File: config.mk
export PLATFORM = sky130hd
export DESIGN_NAME = rd_arbiter_flat
export DESIGN_NICKNAME = d
export VERILOG_FILES = /design/src/rtl/rd_arbiter_if.sv /design/src/rtl/rd_arbiter.sv /design/src/flat_wrapper.sv
export SDC_FILE = /design/constraint.sdc
export NUM_CORES = 1
export LEC_CHECK = 0
export ABC_CLOCK_PERIOD_IN_PS = 1400
export BUFFER_PORTS_ARGS = -buffer_cell sky130_fd_sc_hd__buf_2
export CORE_MARGIN = 4
export CORE_UTILIZATION = 35
export CTS_CLUSTER_SIZE = 14
export DETAILED_ROUTE_END_ITERATION = 6
export GPL_TIMING_DRIVEN = 0
export PLACE_DENSITY = 0.64
export SLEW_MARGIN = 0
export SYNTH_ARGS = -nofsm -noshare
export SYNTH_HDL_FRONTEND = slang
export SYNTH_SLANG_ARGS = --single-unit
File: constraint.sdc
create_clock -name clock -period 1.4 [get_ports clock]
set_clock_uncertainty 0.05 [all_clocks]
set_input_delay 0.28 -clock clock [delete_from_list [all_inputs] [get_ports clock]]
set_output_delay 0.28 -clock clock [all_outputs]
set_load 0.005 [all_outputs]
File: src/rtl/rd_arbiter_if.sv
// Bundle of request/grant signals between the requesters and rd_arbiter.
//   req     : per-requester read request (level)
//   ds      : data strobe / transfer complete from the shared read controller
//   gnt     : one-hot grant (registered)
//   go      : start pulse to the shared read controller (registered)
//   done    : one-cycle completion pulse on the granted requester's bit
//   timeout : one-cycle abort pulse
//   busy    : arbiter is not idle
interface rd_arbiter_if #(
  parameter int NREQ = 4
);
  logic [NREQ-1:0] req;
  logic            ds;
  logic [NREQ-1:0] gnt;
  logic            go;
  logic [NREQ-1:0] done;
  logic            timeout;
  logic            busy;

  modport master (
    output req, ds,
    input  gnt, go, done, timeout, busy
  );

  modport slave (
    input  req, ds,
    output gnt, go, done, timeout, busy
  );
endinterface

File: src/rtl/rd_arbiter.sv
// Round-robin arbiter giving NREQ requesters turns on one shared read
// controller. Each transaction walks IDLE -> GRANT -> WAIT -> RELEASE.
//   clock : sole clock, rising edge
//   reset : asynchronous, active-high
//   bus   : rd_arbiter_if slave side (req/ds in; gnt/go/done/timeout/busy out)
// WAIT ends on ds (done pulse) or after TIMEOUT cycles without ds (timeout
// pulse); ds wins if both happen in the same cycle.
module rd_arbiter #(
  parameter int NREQ    = 4,
  parameter int TIMEOUT = 15
) (
  input  logic         clock,
  input  logic         reset,
  rd_arbiter_if.slave  bus
);

  localparam int IW = (NREQ > 1) ? $clog2(NREQ) : 1;
  localparam int CW = (TIMEOUT > 0) ? $clog2(TIMEOUT + 1) : 1;

  typedef enum logic [1:0] {
    IDLE    = 2'd0,
    GRANT   = 2'd1,
    WAIT    = 2'd2,
    RELEASE = 2'd3
  } state_t;

  state_t          state, state_d;
  logic [NREQ-1:0] gnt_q, gnt_d;
  logic            go_q, go_d;
  logic [CW-1:0]   cnt_q, cnt_d;
  logic [IW-1:0]   last_q, last_d;
  logic [IW-1:0]   win_q, win_d;
  logic [NREQ-1:0] done_c;
  logic            timeout_c;

  logic [IW-1:0]   pick;
  logic            found;

  // Search upward from last+1 with wrap; last itself is checked last.
  always_comb begin
    pick  = '0;
    found = 1'b0;
    for (int unsigned i = 1; i <= NREQ; i++) begin
      int unsigned j;
      j = (32'(last_q) + i) % 32'(NREQ);
      if (!found && bus.req[j]) begin
        found = 1'b1;
        pick  = IW'(j);
      end
    end
  end

  always_comb begin
    state_d   = state;
    gnt_d     = gnt_q;
    go_d      = 1'b0;
    cnt_d     = cnt_q;
    last_d    = last_q;
    win_d     = win_q;
    done_c    = '0;
    timeout_c = 1'b0;
    case (state)
      IDLE: begin
        gnt_d = '0;
        if (found) begin
          gnt_d   = NREQ'(1) << pick;
          win_d   = pick;
          go_d    = 1'b1;
          state_d = GRANT;
        end
      end
      GRANT: begin
        cnt_d   = '0;
        state_d = WAIT;
      end
      WAIT: begin
        if (bus.ds) begin
          done_c  = gnt_q;
          state_d = RELEASE;
        end else if (cnt_q == CW'(TIMEOUT - 1)) begin
          timeout_c = 1'b1;
          state_d   = RELEASE;
        end else begin
          cnt_d = cnt_q + CW'(1);
        end
      end
      RELEASE: begin
        // gnt stays visible through RELEASE and clears on the edge into IDLE.
        last_d  = win_q;
        gnt_d   = '0;
        state_d = IDLE;
      end
      default: state_d = IDLE;
    endcase
  end

  always_ff @(posedge clock or posedge reset) begin
    if (reset) begin
      state  <= IDLE;
      gnt_q  <= '0;
      go_q   <= 1'b0;
      cnt_q  <= '0;
      last_q <= IW'(NREQ - 1);
      win_q  <= '0;
    end else begin
      state  <= state_d;
      gnt_q  <= gnt_d;
      go_q   <= go_d;
      cnt_q  <= cnt_d;
      last_q <= last_d;
      win_q  <= win_d;
    end
  end

  assign bus.gnt     = gnt_q;
  assign bus.go      = go_q;
  assign bus.done    = done_c;
  assign bus.timeout = timeout_c;
  assign bus.busy    = (state != IDLE);

endmodule

File: src/flat_wrapper.sv
// flat-port wrapper written by rule: the top's interface ports become plain ports
module rd_arbiter_flat 
#(
  parameter int NREQ    = 4,
  parameter int TIMEOUT = 15
)
  (clock, reset, bus_req, bus_ds, bus_gnt, bus_go, bus_done, bus_timeout, bus_busy);
  rd_arbiter_if #(.NREQ(NREQ)) bus_i ();
  input  logic clock;
  input  logic reset;
  input wire logic [$bits(bus_i.req)-1:0] bus_req;
  input wire logic [$bits(bus_i.ds)-1:0] bus_ds;
  output wire logic [$bits(bus_i.gnt)-1:0] bus_gnt;
  output wire logic [$bits(bus_i.go)-1:0] bus_go;
  output wire logic [$bits(bus_i.done)-1:0] bus_done;
  output wire logic [$bits(bus_i.timeout)-1:0] bus_timeout;
  output wire logic [$bits(bus_i.busy)-1:0] bus_busy;
  assign bus_i.req = bus_req;
  assign bus_i.ds = bus_ds;
  assign bus_gnt = bus_i.gnt;
  assign bus_go = bus_i.go;
  assign bus_done = bus_i.done;
  assign bus_timeout = bus_i.timeout;
  assign bus_busy = bus_i.busy;
  rd_arbiter #(.NREQ(NREQ), .TIMEOUT(TIMEOUT)) u_core (.clock(clock), .reset(reset), .bus(bus_i));
endmodule
Word level (Yosys, flattened, before mapping) --
Index checks and enable logic that the tools add are counted.
Word-level totals: register bits after elaboration 15, word-level logic and storage cells 69
Operators by class: add/subtract/negate cells 5, order comparisons 4, equal/unequal tests 8, shift operators 1, multiplexer cells 32, reduce and logical (&&, ||, !) cells 13
Operators with widths (number):
- $mux 4 | 5
- $pmux 4 s2 | 2
- $mux 2 | 7
- $mux 1 | 13
- $lt 2x3->1 const B | 4
- $bmux 1 s2 | 4
- $pmux 2 s4 | 1
- $reduce_bool 2->1 | 3
- $add 2x1->2 const B | 2
- $add 2x2->2 const B | 2
- $add 4x1->4 const B | 1
- $eq 2x2->1 const B | 2
- $eq 4x4->1 const B | 1
- $ne 2x2->1 const B | 2
- $reduce_and 2->1 | 2
- $shl 1x2->4 const A | 1
- $logic_and 1x1->1 | 3
- $logic_not 1->1 | 3
- $ne 3x2->1 const B | 1
- $reduce_and 3->1 | 1
- $eq 2x1->1 const B | 1
- $logic_not 2->1 | 1
- $ne 2x1->1 const B | 1

Logic depth before layout (Yosys ltp) --
Gate-level depths: netlist of run 1.
depth after elaboration 16, mapped depth 6, gate-level depth less buffers 6

Worst setup path after synthesis of run 1 --
Ideal clock, no wire load.
path kind register -> register, from register u_core.state[0], to register u_core.gnt_q[0], in the netlist u_core.bus.gnt[0], setup time 76 ps, data arrival time 1360 ps, required time 1274 ps, path slack -86 ps, cell stages (with the launch flop) 6, path buffers 0, clock period less this slack 1486 ps, cell sequence dfrtp_1 > inv_1 > ha_1 > nor3_2 > or2b_1 > o21ai_1
Between the ends: word-level cells in the longest chain between the ends 2, elaborated cells on any way between the ends 4, those cells by class eq/ne (1); mux (1); reduce/logical (2)
Ends and longest elaborated chain:
- start, declared | RTL line rd_arbiter.sv:27 | state_t state, state_d;
- start signal, assigned | RTL line rd_arbiter.sv:106 | state <= state_d;
- $eq 2x2->1 or $logic_not 2->1 (tied branches) | RTL line rd_arbiter.sv:62 | case (state)
- $pmux 4 s2 or $reduce_bool 2->1 (tied branches)
- end signal, assigned | RTL line rd_arbiter.sv:107 | gnt_q <= gnt_d;
- end, declared | RTL line rd_arbiter.sv:28 | logic [NREQ-1:0] gnt_q, gnt_d;
Parallel ways exist; a longest one is shown, timed or not. A chain may end at the register's enable or synchronous reset.

Final worst setup path of run 1 --
from register u_core.cnt_q[0], to output port bus_timeout
Between the ends: word-level cells in the longest chain between the ends 4
Ends and longest elaborated chain:
- start, declared | RTL line rd_arbiter.sv:30 | logic [CW-1:0] cnt_q, cnt_d;
- start signal, assigned | RTL line rd_arbiter.sv:109 | cnt_q <= cnt_d;
- $eq 4x4->1 | RTL line rd_arbiter.sv:80 | end else if (cnt_q == CW'(TIMEOUT - 1)) begin
- $mux 1 | RTL line rd_arbiter.sv:80
- $mux 1 | RTL line rd_arbiter.sv:77 | if (bus.ds) begin
- $mux 1 | RTL line rd_arbiter.sv:62
- end, declared | RTL line flat_wrapper.sv:16 | output wire logic [$bits(bus_i.timeout)-1:0] bus_timeout;
Every way passes these cells.

==> results of run 1 <==
==> power by group through the flow <==
stage	clock [mW]	combinational (mW)	sequential [mW]
6_report	0.262	1.45	0.792
2_1_floorplan	0	0.751	0.753
5_1_grt	0.280	1.57	0.814
3_3_place_gp	0	0.954	0.768
3_5_place_dp	0	0.989	0.781
4_1_cts	0.266	1.28	0.774
==> metrics by stage <==
step / hold WS (ns) / utilization / cells
floorplan: 0.130 / - / 80
global placement: 0.304 / 0.440 / 125
detailed placement: 0.325 / 0.440 / 125
CTS: 0.00762 / 0.496 / 137
global route: 0.0447 / 0.541 / 141
finish: -0.0136 / 0.541 / 141
==> routing by layer <==
metal,up-vias,GRT usage
li1,350,-
met1,343,0.159
met2,18,0.195
met3,4,0.0267
met4,0,0.0795
met5,-,0
==> flip-flops by register name, indices dropped and copies added (netlist names) <==
signal	count
u_core.state	2
u_core.win_q	2
u_core.cnt_q	4
u_core.last_q	2
u_core.bus.go	1
u_core.bus.gnt	4
==> logic make-up (layout without fill, tap and decap cells) <==
logic type | after synthesis | count (layout) | synth area share
AOI/OAI and AO/OA | 14 | 14 | 0.131
xor gates and xnor gates | 2 | 2 | 0.0201
DFF | 15 | 15 | 0.435
and+or+nand+nor | 32 | 32 | 0.229
muxes | 5 | 5 | 0.0633
adders and majority gates | 7 | 7 | 0.101
buffers and inverters | 5 | 38 | 0.0216
==> cell usage after synthesis <==
master,n
a21o_1,1
a21oi_2,1
a22o_1,1
a22oi_1,1
a31oi_4,1
a32o_1,1
and2b_1,1
and3_1,5
dfrtp_1,13
dfstp_2,2
ha_1,7
inv_1,5
mux2_1,2
mux2_2,2
mux2i_1,1
nand2_1,5
nand2b_1,4
nand3_1,5
nand3b_1,1
nor2_1,3
nor2_2,1
nor2b_1,3
nor2b_2,1
nor3_2,1
nor4_4,1
o21ai_0,3
o21ai_1,4
o221ai_2,1
or2b_1,1
xor2_1,2
==> cell type report <==
cell class / instances / area [µm²]
repair buffers: 29 / 183
fillers: 178 / 1050
multi-input cells: 60 / 599
well taps: 28 / 35.0
flip-flops and latches: 15 / 378
clock buffers: 4 / 26.3
inverters: 5 / 21.3
==> path summary, 6_finish.rpt <==
check                                startpoint         endpoint  slack, ns  cells after the start
worst max-delay path            u_core.cnt_q[0]      bus_timeout      -0.28                      5
worst min-delay path                      reset  u_core.cnt_q[2]      -0.01                      2
worst max register to register  u_core.state[1]  u_core.state[0]      -0.19                      7
worst min register to register  u_core.win_q[0]  u_core.win_q[0]       0.46                      1
max in group asynchronous                 reset  u_core.win_q[1]       0.92                      2
min in group clock                   bus_req[2]    u_core.bus.go       0.36                      3
==> worst max-delay path, stage by stage (launching register included) <==
cell     delay [ns]
dfrtp_1        0.43
inv_1          0.08
ha_1           0.20
nand3_4        0.12
nor2b_4        0.12
buf_2          0.11
==> timing repair <==
item                       CTS  global route
resized for setup           13            14
pin swaps                    5             6
setup buffers                8             5
setup endpoints to repair   17            18
hold buffers                 0             0
==> summary.txt, run 1 <==
Status
  – Outcome: finished, violations left
  – Failing checks: negative hold slack, negative setup slack

Synth
  – Synth cell types: 30
  – Synthesized area: 870 µm²
  – #FFs+latches synth: 15
  – Sequential share of the synthesized area: 0.435
  – Synth area leaders: dfrtp_1 37%, ha_1 10%, dfstp_2 6.0%
  – Synth Warn #: 0
  – Area leader, netlist: dfrtp_1
  – Top-area cell type share of the netlist area: 0.374
  – Syn avg cell area: 10.9 µm²
  – Syn_nets: 94
  – Syn Inst Count: 80

STA
  – Unrepaired setup endpoints after global routing: yes
  – Final setup TNS: -2.53 ns
  – Worst slew pin tran: 0.598 ns
  – Relative slew margins: 0.601
  – Max Freq: 0.595 GHz
  – Worst hold margin: -0.0136 ns
  – Final WS setup: -0.281 ns
  – Period utilization: 1.20
  – Final hold violation count: 13
  – Max Slew Vio Count: 0
  – Final Critical Period: 1.68 ns
  – Final setup viols: 17

Finish
  – Layout area overhead: 42.9%
  – Finished Cell Area: 1240 µm²
  – Nets@finish: 128
  – Number of diodes: 0
  – Most common cell after layout, fill and taps aside: buf_2
  – Layout cells sized above 1: 0.531
  – Commonest non-fill, non-tap cells in the layout: 17 x buf_2, 13 x dfrtp_1, 10 x buf_4

Critical path
  – CP startpoint kind: register
  – Critical Path RT: 1.07 ns
  – CP max FO: 5
  – Critical path class: reg2out
  – Worst Path Arrival: 1.35 ns
  – Setup crit end kind: output pin

Power
  – Clk pwr share: 0.105
  – Power share of the combinational group: 0.579
  – Switch Pwr: 0.991 mW
  – P_int: 1.51 mW
  – Sw Share: 0.395
  – PnR Total Power: 2.51 mW
  – Sequential power share: 0.316
  – VDD IR max: 0.000778 V
  – Pwr Density: 2020 nW/µm²
  – Leakage: 0.577 nW

Clock network
  – Htree depth: 1
  – CTS tree: built
  – Clock Latency Late Sink: 0.29 ns
  – CTS root buf: clkbuf_4
  – Clock sink count: 15
  – Clock slew at reported path FFs: 0.10 ns
  – Maximum clock path buffer count: 2
  – CTS Buf Count: 3

GRT
  – First-pass GRT wire length: 3160 µm
  – Maximum number of pins on one net before global-route repair: 16
  – Vias in the first global route: 677
  – Grt ovf: 0
  – Initial antenna violation count: 0
  – Tot GR Track Use: 0.126

Floorplan
  – Die Span X: 57.8 µm
  – CORE AREA: 2300 µm²
  – Rows: 17
  – Die ar.: 3350 µm²
  – DIE HEIGHT: 57.8 µm
  – Starting density of the core: 0.379
  – IO Pins: 18

Placement
  – Port buffer count: 17
  – HPWL Detailed: 1290 µm
  – Pre-CTS setup slack: -0.178 ns
  – Final GP Congestion: 0.680
  – Dpl cell area: 1010 µm²

Hold path
  – Hold WC Path Type: in2async

Drt
  – Via Count: 715
  – Top layer in use: met4
  – Drc violations: 0
  – First-pass iteration count of the detailed router: 4
  – Antenna viol nets, final: 0
  – Drt wl/cell: 14.5 µm
  – DR WL met2: 1010 µm
  – Met1 wire length: 882 µm
  – DRT iter0 DRCs: 17
  – Met3 routed WL: 107 µm
  – Drt total wl: 2050 µm
  – Vias per cell: 5.07

Job
  – Max-Cap Viols: 0
No activity file was read; power rests on OpenSTA's default activity.
==> run 2: changes to the inputs <==
Settings changed: ABC_AREA set to 1, CORE_MARGIN 4 to not set, PLACE_DENSITY 0.64 to 0.63.
==> run 2 against run 1 <==
Effect of this change: sequential share of layout area fell by 6.7 points; non-clock buffer count rose by 6; the run ends with design-rule violations, negative hold slack, negative setup slack left; first-iteration DRC count rose by 35%; hold slack improved by 0.0087 ns; register-to-register slack got worse by 0.10 ns; global-route usage rose by 3.4 points; final area rose by 28%; utilization fell by 1.4 points; synthesized cell count rose by 86%; final cell count rose by 64%.
==> summary.txt, run 2 <==
Placement
  – Port buffer count: 17
  – Final GP Congestion: 0.736
  – Pre-CTS setup slack: -0.286 ns
  – Post-placement cell count: 210
  – HPWL Detailed: 1700 µm

Power
  – P_int: 1.89 mW
  – Power share of the combinational group: 0.738
  – Leakage: 0.831 nW
  – Sw Share: 0.493
  – VDD IR max: 0.000954 V
  – Sequential power share: 0.196
  – Switch Pwr: 1.84 mW
  – Pwr Density: 2340 nW/µm²
  – Clk pwr share: 0.066
  – PnR Total Power: 3.73 mW

Clock network
  – CTS Buf Count: 3
  – CTS tree: built
  – Clock Latency Late Sink: 0.28 ns
  – CTS root buf: clkbuf_4
  – Htree depth: 1
  – Clock sink count: 15
  – Clock slew at reported path FFs: 0.09 ns
  – Maximum clock path buffer count: 2

Floorplan
  – Rows: 20
  – DIE HEIGHT: 58.2 µm
  – Die ar.: 3390 µm²
  – CORE AREA: 3030 µm²
  – Die Span X: 58.2 µm
  – IO Pins: 18
  – Starting density of the core: 0.365

Critical path
  – Setup crit end kind: register
  – Critical Path RT: 1.56 ns
  – Critical path class: reg2reg
  – Worst Path Arrival: 1.85 ns
  – CP max FO: 8
  – CP startpoint kind: register

Finish
  – Layout cells sized above 1: 0.529
  – Most common cell after layout, fill and taps aside: nand2_1
  – Number of diodes: 0
  – Util after Layout: 0.527
  – Final Instance Count excl. Fillers: 231
  – Commonest non-fill, non-tap cells in the layout: 33 x nand2_1, 19 x nand2_2, 16 x buf_2
  – Layout area overhead: 44.5%
  – Nets@finish: 202

GRT
  – First-pass GRT wire length: 4140 µm
  – Grt ovf: 0
  – Vias in the first global route: 1016
  – Tot GR Track Use: 0.160
  – Maximum number of pins on one net before global-route repair: 16
  – Initial antenna violation count: 0

Synth
  – Syn avg cell area: 7.41 µm²
  – Synthesized area: 1100 µm²
  – Post-synth EDFFs: 0
  – #FFs+latches synth: 15
  – Synth area leaders: dfrtp_1 29%, nand2_1 15%, ha_1 7.9%
  – Area leader, netlist: dfrtp_1
  – Synth async-reset ratio: 1.00
  – Syn_nets: 163
  – Synth Warn #: 0
  – Count leader, synth: nand2_1
  – Top-area cell type share of the netlist area: 0.294
  – Synth Flop Type: dfrtp_1
  – Synth cell types: 19
  – Syn Inst Count: 149
  – Synth top cells by count: 44 x nand2_1, 18 x inv_1, 17 x nand3_1
  – Sequential share of the synthesized area: 0.342

STA
  – Final setup TNS: -3.42 ns
  – Worst slew pin tran: 0.590 ns
  – Max Slew Vio Count: 0
  – Final setup viols: 15
  – Period utilization: 1.21
  – Worst hold margin: -0.00491 ns
  – Max Freq: 0.592 GHz
  – Final Critical Period: 1.69 ns
  – Relative slew margins: 0.606
  – Unrepaired setup endpoints after global routing: yes
  – Final WS setup: -0.290 ns
  – Final hold violation count: 7

Drt
  – Vias per cell: 4.65
  – Drt total wl: 2600 µm
  – Antenna viol nets, final: 0
  – Via Count: 1073
  – Drt wl/cell: 11.2 µm
  – First-pass iteration count of the detailed router: 6
  – DRT iter0 DRCs: 23
  – Drc violations: 1

Status
  – Outcome: finished, violations left
  – Failing checks: design-rule violations, negative hold slack, negative setup slack

Job
  – Max-Cap Viols: 0

Hold path
  – Hold WC Path Type: in2async
-- run 2: changes by cell type in the layout (fill, tap and decap cells not counted), sizes merged, moves of 2 or more --
cell | before | now
nand2 | 5 | 63
buf | 29 | 35
a21oi | 1 | 3
o21ai | 7 | 11
nand3 | 5 | 17
xor2 | 2 | 0
inv | 5 | 21
nand2b | 4 | 0
mux2 | 4 | 0
and3 | 5 | 0
nor2b | 4 | 0
nor2 | 4 | 10
-- run 2: routing by layer --
metal	global-route usage	part of all wire	up-vias
met3	0.0446	0.031	6
met5	0	0	-
li1	-	-	542
met2	0.269	0.53	21
met1	0.189	0.42	504
met4	0.0748	0.018	0
-- run 2: kinds of logic (layout without fill, tap and decap cells) --
family,Yosys count,in the layout,synth area share
adders and majority gates,7,7,0.0793
buffers and inverters,22,60,0.0861
AOI/OAI and AO/OA,14,14,0.0770
DFF,15,15,0.342
and+or+nand+nor,91,91,0.416
-- run 2: cell type report --
cell class,count,area (µm²)
multi-input combinational,112,801
timing repair buffer,34,230
fill,278,1430
sequential,15,378
tap,44,55.1
clock buffer,4,26.3
buffer,1,15.0
inverter,21,91.3
-- run 2: power by group through the flow --
stage	Clock, mW	Sequential, mW	Combinational (mW)
2_1_floorplan	0	0.722	1.55
3_3_place_gp	0	0.734	1.84
3_5_place_dp	0	0.742	1.90
4_1_cts	0.253	0.739	2.36
5_1_grt	0.284	0.753	3.01
6_report	0.248	0.732	2.75
-- run 2: metrics by stage --
step | hold WS (ns) | cell area [µm²]
floorplan | 0.130 | 1110
global placement | 0.320 | 1250
detailed placement | 0.315 | 1250
CTS | 0.00854 | 1470
global route | 0.0449 | 1600
finish | -0.00491 | 1600
-- run 2: critical path, cell delays in order, from the launching register on --
cell,delay [ns]
dfstp_2,0.55
buf_8,0.13
inv_8,0.05
nand2_2,0.07
nand2_4,0.06
nand2_2,0.10
nand2_4,0.08
nor2_4,0.11
nand2_4,0.09
o21ai_4,0.17
nand2_1,0.07
o21ai_1,0.09
-- run 2: timing repair --
item | CTS | global route
setup buffers | 12 | 6
pin swaps | 4 | 12
hold buffers | 0 | 0
setup endpoints to repair | 19 | 17
hold endpoints to repair | 0 | 0
resized for setup | 25 | 28
-- run 2: path summary, 6_finish.rpt --
path / endpoint / cells past startpoint / slack, ns / from
worst max register to register: u_core.state[0] / 11 / -0.29 / u_core.last_q[0]
max in group asynchronous: u_core.bus.gnt[1] / 2 / 0.92 / reset
worst max-delay path: u_core.state[0] / 11 / -0.29 / u_core.last_q[0]
worst min register to register: u_core.last_q[0] / 2 / 0.44 / u_core.win_q[0]
min in group clock: u_core.cnt_q[1] / 4 / 0.44 / bus_ds
worst min-delay path: u_core.cnt_q[1] / 2 / -0.005 / reset
